## src/rtl/stim_pulse_monitor.sv

```systemverilog
// Biphasic stimulation pulse monitor: measures phase-1, inter-phase gap and
// phase-2 lengths plus pulse period, and flags imbalance, channel and
// magnitude inconsistencies per pulse.
module stim_pulse_monitor #(
  parameter int unsigned CNT_W   = 16,
  parameter int unsigned BAL_TOL = 2,
  parameter int unsigned IPD_MAX = 64
) (
  input  logic             CLK,
  input  logic             RST,
  input  logic             EN_ST,
  input  logic [4:0]       MAG_ST,
  input  logic [2:0]       ChSel_HS,
  input  logic [2:0]       ChSel_LS,
  output logic             PULSE_VALID,
  output logic [CNT_W-1:0] PH1_LEN,
  output logic [CNT_W-1:0] IPD_LEN,
  output logic [CNT_W-1:0] PH2_LEN,
  output logic [CNT_W-1:0] PERIOD_LEN,
  output logic             PERIOD_VALID,
  output logic             BAL_ERR,
  output logic             CH_ERR,
  output logic             MAG_ERR,
  output logic             ABORT,
  output logic [15:0]      PULSE_CNT
);

  typedef enum logic [2:0] {StIdle, StPh1, StIpd, StPh2, StRest} state_e;

  localparam logic [CNT_W-1:0] CntOne = {{(CNT_W-1){1'b0}}, 1'b1};
  localparam logic [CNT_W:0]   IpdMax = (CNT_W+1)'(IPD_MAX);
  localparam logic [CNT_W:0]   BalTol = (CNT_W+1)'(BAL_TOL);

  state_e           state_q;
  logic [CNT_W-1:0] ph_cnt_q;      // shared by phase 1 and phase 2
  logic [CNT_W-1:0] ph1_len_q;
  logic [CNT_W-1:0] gap_cnt_q;     // also holds the gap length during phase 2
  logic [CNT_W-1:0] period_cnt_q;
  logic             period_run_q;  // a previous phase-1 start exists
  logic [2:0]       ref_hs_q;
  logic [2:0]       ref_ls_q;
  logic [4:0]       ref_mag_q;
  logic [2:0]       ph2_hs_q;
  logic [2:0]       ph2_ls_q;
  logic             ch_acc_q;
  logic             mag_acc_q;

  // Saturating increment; counters stick at all-ones.
  function automatic logic [CNT_W-1:0] sat_inc(input logic [CNT_W-1:0] v);
    return (v == {CNT_W{1'b1}}) ? v : v + CntOne;
  endfunction

  logic [CNT_W:0] bal_diff;
  logic [CNT_W:0] bal_abs;
  logic           bal_over;
  logic           ph1_ch_chg;
  logic           ph2_ch_chg;
  logic           swap_bad;
  logic           mag_chg;

  // Phase balance evaluated one bit wider so the difference cannot overflow.
  always_comb begin
    bal_diff = {1'b0, ph1_len_q} - {1'b0, ph_cnt_q};
    bal_abs  = bal_diff[CNT_W] ? -bal_diff : bal_diff;
    bal_over = bal_abs > BalTol;
  end

  // Consistency checks of the live inputs against captured references.
  always_comb begin
    ph1_ch_chg = (ChSel_HS != ref_hs_q) || (ChSel_LS != ref_ls_q);
    ph2_ch_chg = (ChSel_HS != ph2_hs_q) || (ChSel_LS != ph2_ls_q);
    swap_bad   = (ChSel_HS != ref_ls_q) || (ChSel_LS != ref_hs_q);
    mag_chg    = MAG_ST != ref_mag_q;
  end

  // Pulse FSM with measurement counters and registered report outputs.
  always_ff @(posedge CLK) begin
    if (RST) begin
      state_q      <= StIdle;
      ph_cnt_q     <= '0;
      ph1_len_q    <= '0;
      gap_cnt_q    <= '0;
      period_cnt_q <= '0;
      period_run_q <= 1'b0;
      ref_hs_q     <= '0;
      ref_ls_q     <= '0;
      ref_mag_q    <= '0;
      ph2_hs_q     <= '0;
      ph2_ls_q     <= '0;
      ch_acc_q     <= 1'b0;
      mag_acc_q    <= 1'b0;
      PULSE_VALID  <= 1'b0;
      PH1_LEN      <= '0;
      IPD_LEN      <= '0;
      PH2_LEN      <= '0;
      PERIOD_LEN   <= '0;
      PERIOD_VALID <= 1'b0;
      BAL_ERR      <= 1'b0;
      CH_ERR       <= 1'b0;
      MAG_ERR      <= 1'b0;
      ABORT        <= 1'b0;
      PULSE_CNT    <= '0;
    end else begin
      PULSE_VALID  <= 1'b0;
      PERIOD_VALID <= 1'b0;
      ABORT        <= 1'b0;
      if (period_run_q) begin
        period_cnt_q <= sat_inc(period_cnt_q);
      end

      unique case (state_q)
        StIdle, StRest: begin
          if (EN_ST) begin
            state_q      <= StPh1;
            ph_cnt_q     <= CntOne;
            ref_hs_q     <= ChSel_HS;
            ref_ls_q     <= ChSel_LS;
            ref_mag_q    <= MAG_ST;
            ch_acc_q     <= 1'b0;
            mag_acc_q    <= 1'b0;
            // Aborted pulses restart the period too; only the very first
            // phase-1 start after reset has no predecessor to measure from.
            period_cnt_q <= CntOne;
            period_run_q <= 1'b1;
            if (period_run_q) begin
              PERIOD_LEN   <= period_cnt_q;
              PERIOD_VALID <= 1'b1;
            end
          end
        end
        StPh1: begin
          if (EN_ST) begin
            ph_cnt_q <= sat_inc(ph_cnt_q);
            if (ph1_ch_chg) ch_acc_q  <= 1'b1;
            if (mag_chg)    mag_acc_q <= 1'b1;
          end else begin
            state_q   <= StIpd;
            ph1_len_q <= ph_cnt_q;
            gap_cnt_q <= CntOne;
          end
        end
        StIpd: begin
          if (EN_ST) begin
            state_q  <= StPh2;
            ph_cnt_q <= CntOne;
            ph2_hs_q <= ChSel_HS;
            ph2_ls_q <= ChSel_LS;
            if (swap_bad) ch_acc_q  <= 1'b1;
            if (mag_chg)  mag_acc_q <= 1'b1;
          end else if ({1'b0, gap_cnt_q} >= IpdMax) begin
            // This low sample would take the gap past the limit.
            state_q <= StRest;
            ABORT   <= 1'b1;
          end else begin
            gap_cnt_q <= sat_inc(gap_cnt_q);
          end
        end
        StPh2: begin
          if (EN_ST) begin
            ph_cnt_q <= sat_inc(ph_cnt_q);
            if (ph2_ch_chg) ch_acc_q  <= 1'b1;
            if (mag_chg)    mag_acc_q <= 1'b1;
          end else begin
            state_q     <= StRest;
            PULSE_VALID <= 1'b1;
            PH1_LEN     <= ph1_len_q;
            IPD_LEN     <= gap_cnt_q;
            PH2_LEN     <= ph_cnt_q;
            BAL_ERR     <= bal_over;
            CH_ERR      <= ch_acc_q;
            MAG_ERR     <= mag_acc_q;
            PULSE_CNT   <= PULSE_CNT + 16'd1;
          end
        end
        default: state_q <= StIdle;
      endcase
    end
  end

endmodule
```

## config.mk

```make
export PLATFORM = sky130hd
export DESIGN_NAME = stim_pulse_monitor
export DESIGN_NICKNAME = d
export VERILOG_FILES = /design/src/rtl/stim_pulse_monitor.sv
export SDC_FILE = /design/constraint.sdc
export NUM_CORES = 1
export LEC_CHECK = 0
export BUFFER_PORTS_ARGS = -buffer_cell sky130_fd_sc_hd__buf_2
export CAP_MARGIN = 20
export CORE_MARGIN = 2
export CORE_UTILIZATION = 45
export CTS_CLUSTER_DIAMETER = 150
export CTS_CLUSTER_SIZE = 28
export DETAILED_ROUTE_END_ITERATION = 10
export PLACE_DENSITY = 0.68
export RECOVER_POWER = 100
export SLEW_MARGIN = 20
export SYNTH_ARGS = -nofsm -noshare
export SYNTH_HDL_FRONTEND = slang
export SYNTH_SLANG_ARGS = --single-unit
```

## constraint.sdc

```tcl
create_clock -name CLK -period 4.27 [get_ports CLK]
set_input_delay 0.854 -clock CLK [delete_from_list [all_inputs] [get_ports CLK]]
set_output_delay 0.854 -clock CLK [all_outputs]
set_load 0.005 [all_outputs]
```

# Word-level counts from Yosys, hierarchy flattened
# Cells that the tools add are included.
[word_totals] in_bits=14 mem_bits_rw=0 rom_bits=0 latchBits=0 elab_cells=127 output_inout_bits=86 memories=0 reg_bits=173
[classes] reduce_logical=25 eq_ne=32 order_cmp=2 bitwise=4 n_addsub=6 n_mul=0 n_shift=0 n_div=0 muxes=34
[op_table] op="$mux 16" n=11
[op_table] op="$add 16x1->16 const B" n=4
[op_table] op="$pmux 16 s2" n=2
[op_table] op="$eq 16x16->1 const B" n=3
[op_table] op="$ne 2x2->1 const B" n=13
[op_table] op="$ne 3x3->1" n=6
[op_table] op="$gt 17x2->1 const B" n=1
[op_table] op="$mux 17" n=1
[op_table] op="$neg 17->17" n=1
[op_table] op="$sub 16x16->17" n=1
[op_table] op="$ge 16x7->1 const B" n=1
[op_table] op="$mux 3" n=5
[op_table] op="$mux 1" n=12
[op_table] op="$pmux 3 s4" n=1
[op_table] op="$reduce_and 4->1" n=3
[op_table] op="$reduce_or 3->1" n=4
[op_table] op="$ne 2x1->1 const B" n=4
[op_table] op="$reduce_and 2->1" n=4
[op_table] op="$reduce_and 8->1" n=1
[op_table] op="$eq 3x2->1 const B" n=2
[op_table] op="$reduce_bool 2->1" n=3
[op_table] op="$reduce_or 2->1" n=3
[op_table] op="$ne 5x5->1" n=1
[op_table] op="$reduce_and 5->1" n=1
[op_table] op="other kinds (10)" n=15

# Depth between registers and ports, before layout
# Gate-level depths: netlist of the first run.
[depth] depth_word=5 ltp_mapped=13 ltp_nobuf=13

# Worst setup path before layout of the first run
# Ideal clock, no wire load.
[synth_path] path_type="register to register" startpoint="register ph_cnt_q[0]" endpoint="register BAL_ERR" setup_slack_ns=0.723 arrival_ns=3.417 path_buffers=0 synth_period_minus_slack_ns=3.547 setup_time_ns=0.130 stages_incl_launch_ff=12 path_cell_list="dfxtp_1 ha_1 fa_1 nor2b_1 o22a_1 xnor2_1 nand2_2 or4_4 or4b_4 or3_1 a222oi_1 a21oi_1"
[synth_between] elab_chain_len=4
[synth_rtl] element="start, declared" line_no="35" text="logic [CNT_W-1:0] ph_cnt_q;"
[synth_rtl] element="start signal, assigned" line_no="115" text="ph_cnt_q <= CntOne;"
[synth_rtl] element="start signal, assigned" line_no="133" text="ph_cnt_q <= sat_inc(ph_cnt_q);"
[synth_rtl] element="start signal, assigned" line_no="145" text="ph_cnt_q <= CntOne;"
[synth_rtl] element="$sub 16x16->17 (*)" line_no="63" text="bal_diff = {1'b0, ph1_len_q} - {1'b0, ph_cnt_q};"
[synth_rtl] element="$neg 17->17" line_no="64" text="bal_abs = bal_diff[CNT_W] ? -bal_diff : bal_diff;"
[synth_rtl] element="$mux 17 (*)" line_no="64"
[synth_rtl] element="$gt 17x2->1 (*)" line_no="65" text="bal_over = bal_abs > BalTol;"
[synth_rtl] element="end signal, assigned" line_no="169" text="BAL_ERR <= bal_over;"
[synth_rtl] element="end, declared" line_no="21" text="output logic BAL_ERR,"
# Mark *: on every way between the ends. The rest lies on a longest branch, timed or not.
# A chain may end at the register's enable or synchronous reset.

# Worst setup path after layout of the first run
# Ends and elaborated chain as after synthesis.

==> results of run 1 <==
[synthesized netlist by cell type (8+ instances only)]
cell type / n
xor2_1: 44
a31oi_1: 8
xnor2_1: 32
a21oi_1: 118
clkbuf_1: 45
nor3_1: 20
ha_1: 22
or3_1: 11
inv_1: 27
o21ai_0: 17
dfxtp_1: 173
nand4_1: 18
a211oi_1: 8
mux2i_1: 9
and3_1: 15
nand2_1: 231
nor2_1: 91
a21o_1: 8
and2_1: 10
nand3_1: 26
[critical path, cell delays in order, from the launching register on]
cell      delay [ns]
dfxtp_1         0.38
ha_1            0.29
fa_1            0.45
nor2b_1         0.25
o21ai_0         0.14
a211oi_1        0.46
a31oi_1         0.29
xnor2_1         0.26
or4b_1          0.55
or3_1           0.38
a222oi_1        0.25
a21oi_1         0.10
[power breakdown]
group / switching (uW) / internal, uW
logic: 192 / 109
clock network: 634 / 876
registers: 18.4 / 1630
total: 844 / 2620
[worst max path at each step]
| stage | from | to | slack (ns) |
|---|---|---|---|
| after detailed placement | ph_cnt_q[0] | BAL_ERR | 0.39 |
| after global placement | ph_cnt_q[0] | BAL_ERR | 0.53 |
| after global routing | ph_cnt_q[0] | BAL_ERR | 0.07 |
| after floorplan | ph_cnt_q[0] | BAL_ERR | 0.72 |
| after CTS | ph_cnt_q[0] | BAL_ERR | 0.36 |
| final | ph_cnt_q[0] | BAL_ERR | 0.32 |
[logic make-up (layout without fill, tap and decap cells)]
| kind of cell | after synthesis | after routing | share of synthesized area |
|---|---|---|---|
| simple gates | 460 | 460 | 0.253 |
| compound gates | 205 | 205 | 0.154 |
| flops | 173 | 173 | 0.423 |
| buf+inv | 80 | 166 | 0.0386 |
| xor+xnor | 78 | 78 | 0.0852 |
| fa+ha+maj | 23 | 23 | 0.0360 |
| mux | 9 | 9 | 0.0110 |
[metrics by stage]
step | setup WS [ns] | util | area, um2 | total power, uW
floorplan | 0.723 | - | 8190 | 1910
global placement | 0.531 | 0.494 | 8850 | 1980
detailed placement | 0.391 | 0.494 | 8850 | 1990
CTS | 0.360 | 0.526 | 9410 | 3490
global route | 0.0688 | 0.521 | 9320 | 3600
finish | 0.321 | 0.521 | 9320 | 3460
[final cells by class]
class                      count  area share
timing repair buffer         108      0.0522
sequential                   173       0.372
inverter                      27      0.0109
clock buffer                  22      0.0487
tap                          229      0.0307
clock inverter                 9      0.0119
multi-input combinational    775       0.474
[per-layer routing]
metal	vias up	wire length (um)
li1	3652	-
met1	3301	9710
met2	172	8920
met3	14	1110
met4	0	189
met5	-	0
==> flow_metrics.tcl, run 1 <==
set metrics [dict create \
    cts.path.max_buffers 2 \
    antenna_found_initial 0 \
    met3_usage 0.0483 \
    gr-usage-met2 0.330 \
    track_usage 0.209 \
    holdWs_ns 0.450 \
    reg2reg_depth 11 \
    clk_latency_ns 0.43 \
    fin_crit_sh 0.925 \
    hold_depth 2 \
    yosys_warnings 0 \
    fin_cells 1343 \
    grt_pass1_wl_mm 33.3 \
    avgSynthCellArea_um2 7.97 \
    port_buffers 99 \
    crit_path_start_kind "flip-flop" \
    synth_edf_count 0 \
    synth_cells 1028 \
    cts_inserted_buffers 17 \
    dr.first_iter.drc_count 395 \
    antennaDiodeCount 0 \
    top_usage_layer "met2" \
    synth_top_area_cell "dfxtp_1" \
    cap_violations 2 \
    vias 7139 \
    max_freq_mhz 253 \
    placed_cells 1312 \
    slew_headroom -0.592 \
    synth_top_area_frac 0.423 \
    synthDistinctLibCells 70 \
    drt-wirelength-per-cell_um 14.8 \
    synthArstFlopShare 0 \
    grt_max_degree 56 \
    wl_mm 19.9 \
    place_congestion 0.901 \
    syn_area_um2 8190 \
    cts-root-buf "clkbuf_16" \
    die_h_um 139 \
    arrival_ns 4.24 \
    status "finished, violations left" \
    violations "max-capacitance violations, max-slew violations" \
    cts.clk_slew.worst_paths_ns 0.06 \
    drtPass1Iterations 5 \
    layout_common_cells "nand2_1 (231), dfxtp_1 (173), a21oi_1 (118)" \
    ys.flop_type "dfxtp_1" \
    grt_setup_unrepaired "false" \
    cts_tree "yes" \
    finalHoldViolCount 0 \
    layout_commonest_cell "nand2_1" \
    area_growth_pct 13.8 \
    cts_setup_buffers 0 \
    postCtsResizedCells 0 \
    clock_skew_ns 0.0156 \
    regToRegSetupSlack_ns 0.32 \
    synth.area.top_cells "dfxtp_1 (42%), nand2_1 (11%), a21oi_1 (7.2%)" \
    use_met1 0.289 \
    dieArea_um2 19300 \
    die_w_um 139 \
    cts.htree.levels 4 \
    worstPathMaxFanout 7 \
    synth_nets 1065 \
    p_per_area_nw_per_um2 371 \
    seq_area_um2 3460 \
    end_kind "flip-flop" \
    hp-class "reg2reg" \
    layout-drive-gt1-share 0.0907 \
    tightest_slew_ns 2.39 \
    detail-route-antenna-nets 0 \
    pin_count 100 \
    vias_per_cell 5.32 \
    ys_seq_area_frac 0.423 \
    hold_buffers 0 \
    cp_data_required_time_ns 4.57 \
    dp_hpwl_mm 14.1 \
    grt_overflow 0 \
    core_um2 17900 \
    drc_errors 0 \
    initial_core_util 0.458 \
    min-delay-start "IPD_LEN[12]" \
    fillers 1787 \
    setup_viol 0 \
    tns_ns 0 \
    period_needed_ns 3.95 \
    grt_pass1_vias 6631 \
    holdPathEnd "IPD_LEN[12]" \
    finalNetCount 1139 \
    rows 49 \
    r2r_start "ph_cnt_q[0]" \
    ir_worst_vdd_mv 0.264 \
    cts.sinks 173 \
    synth-seq-cells 173 \
    timing.rr.end "BAL_ERR" \
    p_leak_uw 0.00347 \
    slew_violations 107 \
    path_class "reg2reg" \
    multi_input_area_um2 4420 \
]
(Power assumes the default switching activity.)
==> inputs of run 2 (changes only) <==
RECOVER_POWER = 50   (was 100)
==> flow_metrics.tcl, run 2 (same netlist as run 1, synthesis figures left out) <==
set metrics [dict create \
    switching_share 0.244 \
    timing.rr.end "BAL_ERR" \
    period_needed_ns 3.93 \
    cts-root-buf "clkbuf_16" \
    status "finished, violations left" \
    placed_cells 1312 \
    antennaDiodeCount 0 \
    postCtsResizedCells 0 \
    die_w_um 139 \
    slew_violations 107 \
    worst_path_largest_cell_delay_ns 0.55 \
    crit_path_start_kind "flip-flop" \
    finalHoldViolCount 0 \
    regToRegSetupSlack_ns 0.34 \
    switching_power_uw 846 \
    pin_count 100 \
    combPwrFrac 0.087 \
    ir_worst_vdd_mv 0.265 \
    grt_pass1_vias 6631 \
    tightest_slew_ns 2.38 \
    seq_power_share 0.476 \
    die_h_um 139 \
    dieArea_um2 19300 \
    wl_mm 19.9 \
    fillers 1782 \
    detail-route-antenna-nets 0 \
    min-delay-start "IPD_LEN[12]" \
    rows 49 \
    hp-class "reg2reg" \
    place_worst_setup_slack_ns 0.391 \
    clock_skew_ns 0.0157 \
    p_clk_frac 0.437 \
    finalNetCount 1139 \
    grt_pass1_wl_mm 33.3 \
    holdPathEnd "IPD_LEN[12]" \
    area_growth_pct 13.9 \
    layout_common_cells "nand2_1 (231), dfxtp_1 (173), a21oi_1 (118)" \
    clk_latency_ns 0.43 \
    antenna_found_initial 0 \
    tns_ns 0 \
    crit_chain "ha_1, fa_1, nor2b_1, o21ai_0, a211oi_1, a31oi_1, xnor2_1, or4b_1, or3_1, a222oi_1, a21oi_1" \
    timing.final.ws_setup_ns 0.337 \
    place_congestion 0.901 \
    fin_cells 1343 \
    worstPathMaxFanout 7 \
    cts.clk_slew.worst_paths_ns 0.06 \
    hold_buffers 0 \
    hold_depth 2 \
    cts_setup_buffers 0 \
    cts.path.max_buffers 2 \
    grt_setup_unrepaired "false" \
    p_int_uw 2620 \
    reg2reg_depth 11 \
    max_freq_mhz 254 \
    violations "max-capacitance violations, max-slew violations" \
    vias 7147 \
    grt_max_degree 56 \
    grt_overflow 0 \
    initial_core_util 0.458 \
    fin_util 0.521 \
    slew_headroom -0.589 \
    port_buffers 99 \
    layout_commonest_cell "nand2_1" \
    dp_hpwl_mm 14.1 \
    track_usage 0.209 \
    vias_per_cell 5.32 \
    cap_violations 2 \
    cts.sinks 173 \
    cts_inserted_buffers 17 \
    cts.htree.levels 4 \
    core_um2 17900 \
    p_leak_uw 0.00348 \
    layout-drive-gt1-share 0.0925 \
    drt-wirelength-per-cell_um 14.8 \
    arrival_ns 4.23 \
    setup_viol 0 \
    cts_tree "yes" \
    cp_data_required_time_ns 4.57 \
    path_class "reg2reg" \
    dr.first_iter.drc_count 402 \
    drtPass1Iterations 5 \
    r2r_start "ph_cnt_q[0]" \
    holdWs_ns 0.450 \
    seq_area_um2 3460 \
    multi_input_area_um2 4420 \
    p_per_area_nw_per_um2 371 \
    end_kind "flip-flop" \
    cp_slowest_cell "or4b_1" \
    fin_crit_sh 0.921 \
    drc_errors 0 \
]
## run 2: cell count changes in the layout (fill, tap and decap cells not counted), sizes merged
cell | previous run | this run
clkbuf | 75 | 73
buf | 55 | 57
## run 2: power by group through the flow
| stage | combinational (uW) | sequential [uW] | clock (uW) |
|---|---|---|---|
| 2_1_floorplan | 233 | 1680 | 0 |
| 3_3_place_gp | 299 | 1680 | 0 |
| 3_5_place_dp | 301 | 1690 | 0 |
| 4_1_cts | 301 | 1650 | 1540 |
| 5_1_grt | 336 | 1650 | 1610 |
| 6_report | 301 | 1650 | 1510 |
## run 2: cell type report
class | instances | area share
clock inverter | 9 | 0.0119
inverter | 27 | 0.0109
clock buffer | 22 | 0.0487
timing repair buffer | 108 | 0.0528
multi-input combinational | 775 | 0.474
tap | 229 | 0.0307
sequential | 173 | 0.371
## run 2: worst max-delay path by stage
stage                     start      end  slack [ns]  depth (start not counted)
floorplan           ph_cnt_q[0]  BAL_ERR        0.72                         11
global placement    ph_cnt_q[0]  BAL_ERR        0.53                         11
detailed placement  ph_cnt_q[0]  BAL_ERR        0.39                         11
CTS                 ph_cnt_q[0]  BAL_ERR        0.36                         11
global route        ph_cnt_q[0]  BAL_ERR        0.07                         12
finish              ph_cnt_q[0]  BAL_ERR        0.34                         11
## run 2: worst max-delay path, delay by kind of cell (launching register included)
| kind | cells | cell delay (ns) |
|---|---|---|
| xor+xnor | 1 | 0.26 |
| simple gates | 3 | 1.18 |
| fa+ha+maj | 2 | 0.74 |
| compound gates | 5 | 1.23 |
| flops | 1 | 0.38 |
## run 2: metrics by stage
| stage | instance area, um2 | total power (uW) |
|---|---|---|
| 4_1_cts | 9410 | 3490 |
| 2_1_floorplan | 8190 | 1910 |
| 3_5_place_dp | 8850 | 1990 |
| 3_3_place_gp | 8850 | 1980 |
| 6_report | 9330 | 3460 |
| 5_1_grt | 9330 | 3600 |
## run 2: per-layer routing
| layer | vias up | part of all wire | global-route usage |
|---|---|---|---|
| met1 | 3309 | 0.48 | 0.289 |
| met2 | 174 | 0.45 | 0.330 |
| met3 | 13 | 0.058 | 0.0483 |
| met5 | - | 0 | 0 |
| li1 | 3651 | - | - |
| met4 | 0 | 0.0091 | 0.0542 |
